File: src/rtl/nibble_serial_adder_pkg.sv
// ============================================================================
// nibble_serial_adder_pkg : shared nibble width and sequencer state encoding
// Revision: 1.0
// ============================================================================
`default_nettype none

package nibble_serial_adder_pkg;

    localparam int NIB_W = 4;

    typedef enum logic [1:0] {
        S_IDLE = 2'd0,
        S_RUN  = 2'd1,
        S_DONE = 2'd2
    } state_t;

endpackage

`default_nettype wire

File: src/rtl/nibble_adder4.sv
// ============================================================================
// nibble_adder4 : combinational 4-bit add slice with carry in/out
// Revision: 1.0
// ============================================================================
`default_nettype none

module nibble_adder4
    import nibble_serial_adder_pkg::*;
(
    input  logic [NIB_W-1:0] a,
    input  logic [NIB_W-1:0] b,
    input  logic             cin,
    output logic [NIB_W-1:0] sum,
    output logic             cout
);

    logic [NIB_W:0] w_full;

    assign w_full = {1'b0, a} + {1'b0, b} + {{NIB_W{1'b0}}, cin};
    assign sum    = w_full[NIB_W-1:0];
    assign cout   = w_full[NIB_W];

endmodule

`default_nettype wire

File: src/rtl/nibble_serial_adder.sv
// ============================================================================
// nibble_serial_adder : WIDTH-bit add sequenced one nibble per clock through
// a single 4-bit slice. Optional carry-in port: NIBBLE_SERIAL_ADDER_CIN_EN.
// Revision: 1.0
// ============================================================================
`default_nettype none

module nibble_serial_adder
    import nibble_serial_adder_pkg::*;
#(
    parameter int WIDTH = 16
) (
    input  logic             clk,
    input  logic             rst_n,
    input  logic             in_valid,
    output logic             in_ready,
    input  logic [WIDTH-1:0] a,
    input  logic [WIDTH-1:0] b,
`ifdef NIBBLE_SERIAL_ADDER_CIN_EN
    input  logic             cin,
`endif
    output logic             out_valid,
    input  logic             out_ready,
    output logic [WIDTH-1:0] sum,
    output logic             cout
);

    localparam int NIB    = WIDTH / NIB_W;
    localparam int STEP_W = (NIB > 1) ? $clog2(NIB) : 1;

    state_t              r_state;
    state_t              w_state_nxt;
    logic [WIDTH-1:0]    r_a;
    logic [WIDTH-1:0]    r_b;
    logic [WIDTH-1:0]    r_sum;
    logic                r_carry;
    logic                r_cout;
    logic [STEP_W-1:0]   r_step;

    logic                w_cin;
    logic                w_last;
    logic [NIB_W-1:0]    w_sl_sum;
    logic                w_sl_cout;
    logic [WIDTH-1:0]    w_sum_shift;

`ifdef NIBBLE_SERIAL_ADDER_CIN_EN
    assign w_cin = cin;
`else
    assign w_cin = 1'b0;
`endif

    assign w_last = (r_step == STEP_W'(NIB - 1));

    nibble_adder4 u_slice (
        .a    (r_a[NIB_W-1:0]),
        .b    (r_b[NIB_W-1:0]),
        .cin  (r_carry),
        .sum  (w_sl_sum),
        .cout (w_sl_cout)
    );

    // Result fills from the MSB end so the first nibble lands at the bottom after NIB shifts
    generate
        if (NIB > 1) begin : g_multi
            assign w_sum_shift = {w_sl_sum, r_sum[WIDTH-1:NIB_W]};
        end else begin : g_single
            assign w_sum_shift = w_sl_sum;
        end
    endgenerate

    always_ff @(posedge clk or negedge rst_n) begin
        if (!rst_n) begin
            r_state <= S_IDLE;
        end else begin
            r_state <= w_state_nxt;
        end
    end

    always_comb begin
        w_state_nxt = r_state;
        case (r_state)
            S_IDLE:  if (in_valid) w_state_nxt = S_RUN;
            S_RUN:   if (w_last) w_state_nxt = S_DONE;
            S_DONE:  if (out_ready) w_state_nxt = S_IDLE;
            default: w_state_nxt = S_IDLE;
        endcase
    end

    always_comb begin
        in_ready  = (r_state == S_IDLE);
        out_valid = (r_state == S_DONE);
    end

    always_ff @(posedge clk or negedge rst_n) begin
        if (!rst_n) begin
            r_a     <= '0;
            r_b     <= '0;
            r_sum   <= '0;
            r_carry <= 1'b0;
            r_cout  <= 1'b0;
            r_step  <= '0;
        end else begin
            case (r_state)
                S_IDLE: begin
                    if (in_valid) begin
                        r_a     <= a;
                        r_b     <= b;
                        r_carry <= w_cin;
                        r_step  <= '0;
                    end
                end
                S_RUN: begin
                    r_a     <= r_a >> NIB_W;
                    r_b     <= r_b >> NIB_W;
                    r_sum   <= w_sum_shift;
                    r_carry <= w_sl_cout;
                    r_step  <= r_step + STEP_W'(1);
                    if (w_last) begin
                        r_cout <= w_sl_cout;
                    end
                end
                default: ;
            endcase
        end
    end

    assign sum  = r_sum;
    assign cout = r_cout;

endmodule

`default_nettype wire

File: config.mk
export PLATFORM = sky130hd
export DESIGN_NAME = nibble_serial_adder
export DESIGN_NICKNAME = d
export VERILOG_FILES = /design/src/rtl/nibble_serial_adder_pkg.sv /design/src/rtl/nibble_adder4.sv /design/src/rtl/nibble_serial_adder.sv
export SDC_FILE = /design/constraint.sdc
export NUM_CORES = 1
export LEC_CHECK = 0
export ABC_AREA = 1
export CORE_MARGIN = 2
export CORE_UTILIZATION = 45
export CTS_CLUSTER_DIAMETER = 60
export CTS_CLUSTER_SIZE = 20
export DETAILED_ROUTE_END_ITERATION = 12
export PLACE_DENSITY = 0.75
export SLEW_MARGIN = 30
export SYNTH_ARGS = -nofsm -noshare
export SYNTH_HDL_FRONTEND = slang
export SYNTH_SLANG_ARGS = --single-unit
File: constraint.sdc
create_clock -name clk -period 1.6 [get_ports clk]
set_input_delay 0.24 -clock clk [delete_from_list [all_inputs] [get_ports clk]]
set_output_delay 0.24 -clock clk [all_outputs]
set_load 0.005 [all_outputs]
==> results by group <==
Route
  • Highest metal used: met4
  • Wire length on met2: 2.32 mm
  • Post-route ant nets: 0
  • WL final: 4.91 mm
  • Routed vias: 1,977
  • Initial drt markers: 106
  • Post-route DRC: 0
  • Wire per inst: 12.1 um
  • Vias/cell: 4.87
  • Initial DRT Pass Iterations: 4
  • Met3 wire len: 252 um
  • Wl on met1: 2.26 mm

Floorplan
  • Die area: 6100 um^2
  • Initial Util: 47.5%
  • Core area: 5200 um^2
  • Std-Cell Rows: 26
  • Die Width: 78.1 um
  • Height of the chip: 78.1 um
  • Io pins: 55

Layout
  • ANT cells: 0
  • Fill cell count: 472
  • Sequential cell area: 1350 um^2
  • Multi-input gate area: 941 um^2
  • Synth-to-Final Area Change: 30.2%
  • Layout cells sized above 1: 9.23%
  • Fin util: 61.8%
  • Fin nets: 377
  • Post-route design area: 3220 um^2

Run status
  • Status: finished, final reports clean

Global routing
  • Vias in the first global route: 1,931
  • Global route overflow: 0
  • First-pass GRT wire length: 8.39 mm
  • Initial antenna violation count: 0
  • Largest net degree at the start of global routing: 55
  • GRT Overall Usage: 17.2%

Worst setup path
  • Critical path arrival: 1.76 ns
  • Critical Path End Type: register
  • RR Startpoint: r_a[0]$_DFFE_PN0P_
  • Minimum setup slack among reg-to-reg paths: 0.07 ns
  • CP max FO: 3
  • Crit Reg-Reg Endpoint: sum[13]$_DFFE_PN0N_
  • CP startpoint kind: register
  • Worst R2R Path Depth: 4
  • Critical path class: reg -> reg
  • Req. time, crit path: 1.83 ns

STA
  • RSZ-0062 raised after global routing: no
  • # setup viols final: 0
  • Tcrit/Tclk final: 95.5%
  • Measured slew at the worst slew-check pin: 0.284 ns
  • Final min period: 1.53 ns
  • F_max: 0.655 GHz
  • Final Hold Vio Count: 0
  • Sum Neg Setup Slack: 0 ns
  • Final setup margin: 0.0725 ns
  • Max-Slew Margin vs Limit: 81.1%
  • Max Slew Vio Count: 0
  • Fin Clk Skew: 0.00735 ns

Clock tree
  • CTS H-tree lvls: 2
  • Skew-Pair Late Insertion Delay: 0.30 ns
  • Clock Pin Slew Worst Setup and Hold Paths: 0.09 ns
  • Number of CTS-inserted buffers: 5
  • CTS tree: built
  • Clock Sinks: 54
  • CTS Buffer Depth: 2
  • CTS root buffer: clkbuf_8

Worst hold path
  • HP Class: in -> async

Synth
  • Syn Nets: 319
  • EDFF count, synth: 0
  • Synthesized area: 2470 um^2
  • Ys async rst share: 100%
  • Cell variety after synth: 22
  • Yosys warns: 0
  • Cell count after synthesis: 277
  • Mean Syn Cell Area: 8.93 um^2
  • Main synth FF type: dfrtp_1
  • Seq/Total Area, Yosys: 54.7%
  • Yosys reg bits: 54

Power and ir drop
  • Pwr/cell area: 1990 nW/um^2
  • Pleak: 1.48 nW
  • Peak VDD IR: 829 uV

Place
  • Pre-CTS setup slack: 0.0178 ns
  • Number of buffers added on ports: 54
  • Placer congestion estimate: 0.862
  • Placed inst area: 3060 um^2
  • Dpl hpwl: 3.26 mm

Run
  • Max_cap viols: 0
==> registers in the layout, indices dropped and copies added (netlist names) <==
name     count
cout         1
sum         16
r_a         16
r_state      2
r_b         16
r_carry      1
r_step       2
==> how the worst max path moves through the flow <==
stage / slack, ns / from / endpoint
after floorplan: 0.09 / r_a[0]$_DFFE_PN0P_ / sum[13]$_DFFE_PN0N_
after global placement: 0.06 / r_a[0]$_DFFE_PN0P_ / sum[13]$_DFFE_PN0N_
after detailed placement: 0.02 / r_a[0]$_DFFE_PN0P_ / sum[13]$_DFFE_PN0N_
after CTS: 0.06 / r_a[0]$_DFFE_PN0P_ / sum[13]$_DFFE_PN0N_
after global routing: 0.009 / r_carry$_DFFE_PN0P_ / cout$_DFFE_PN0P_
final: 0.07 / r_a[0]$_DFFE_PN0P_ / sum[13]$_DFFE_PN0N_
==> final cells by class <==
class	count	area share, %
well taps	70	2.72
clock buffers	7	2.37
inverters	18	2.10
flip-flops and latches	54	42.0
multi-input cells	190	29.2
clock inverters	1	0.933
repair buffers	66	20.6
==> repair_timing <==
item                                   CTS  global route
gates resized for setup                  6             1
setup buffers                            2             2
setup endpoints to repair                3             1
hold buffers                             1             0
endpoints found under the hold margin   54             0
pin swaps                                0             1
cloned                                   0             0
==> report_power, final <==
group / leakage, nW / internal (mW) / switching (mW)
clock: 0.0524 / 0.468 / 0.412
combinational: 0.752 / 1.45 / 1.70
sequential: 0.675 / 2.01 / 0.374
total: 1.48 / 3.93 / 2.49
==> critical path: stages (launching register included) <==
cell,delay [ns]
dfrtp_1,0.41
fa_2,0.41
inv_1,0.08
fa_1,0.41
o21ai_0,0.15
==> cells in the final DEF, fill, tap and decap left out, types with 2 or more instances in the layout <==
master,n
o21ai_1,28
inv_1,15
buf_4,8
ha_1,4
clkbuf_1,2
buf_12,3
nand2_1,69
clkbuf_8,5
clkdlybuf4s50_1,51
dfrtp_1,53
a21oi_1,4
dlygate4sd2_1,2
nand2_4,2
o21ai_2,2
o21ai_0,34
inv_2,3
nor2_1,25
nand3_1,14
==> metrics by stage <==
stage	std cells	total power [mW]	hold slack (ns)
floorplan	277	4.49	-0.0556
global placement	393	5.38	0.255
detailed placement	393	5.49	0.254
CTS	404	6.44	0.458
global route	406	7.03	0.473
finish	406	6.41	0.460
==> metal layers <==
metal	track usage (%)	vias up
met1	21.5	898
li1	-	1017
met5	0	-
met2	29.2	56
met3	4.14	6
met4	5.96	0
==> synthesized netlist by cell type (2+ instances only) <==
cell | count | area share (%)
buf_6 | 6 | 2.7
nand3_1 | 14 | 2.8
o21ai_1 | 28 | 5.7
nand2_1 | 69 | 10
inv_1 | 16 | 2.4
nor2_1 | 26 | 3.9
ha_1 | 4 | 2.0
o21ai_0 | 34 | 6.9
inv_2 | 2 | 0.30
a21oi_1 | 4 | 0.81
o21ai_2 | 2 | 0.71
nand2_4 | 2 | 0.91
fa_1 | 2 | 1.6
buf_4 | 4 | 1.2
buf_2 | 4 | 0.81
dfrtp_1 | 54 | 55
==> cells by family after synthesis <==
family                   count (synthesis)  share of synthesized area, %
AO/OA/AOI/OAI                           71                          15.3
adder cells (fa/ha/maj)                  6                          3.64
buffers and inverters                   33                          7.69
flip-flops                              54                          54.7
AND/OR/NAND/NOR                        113                          18.7
No activity file was read; power rests on OpenSTA's default activity.
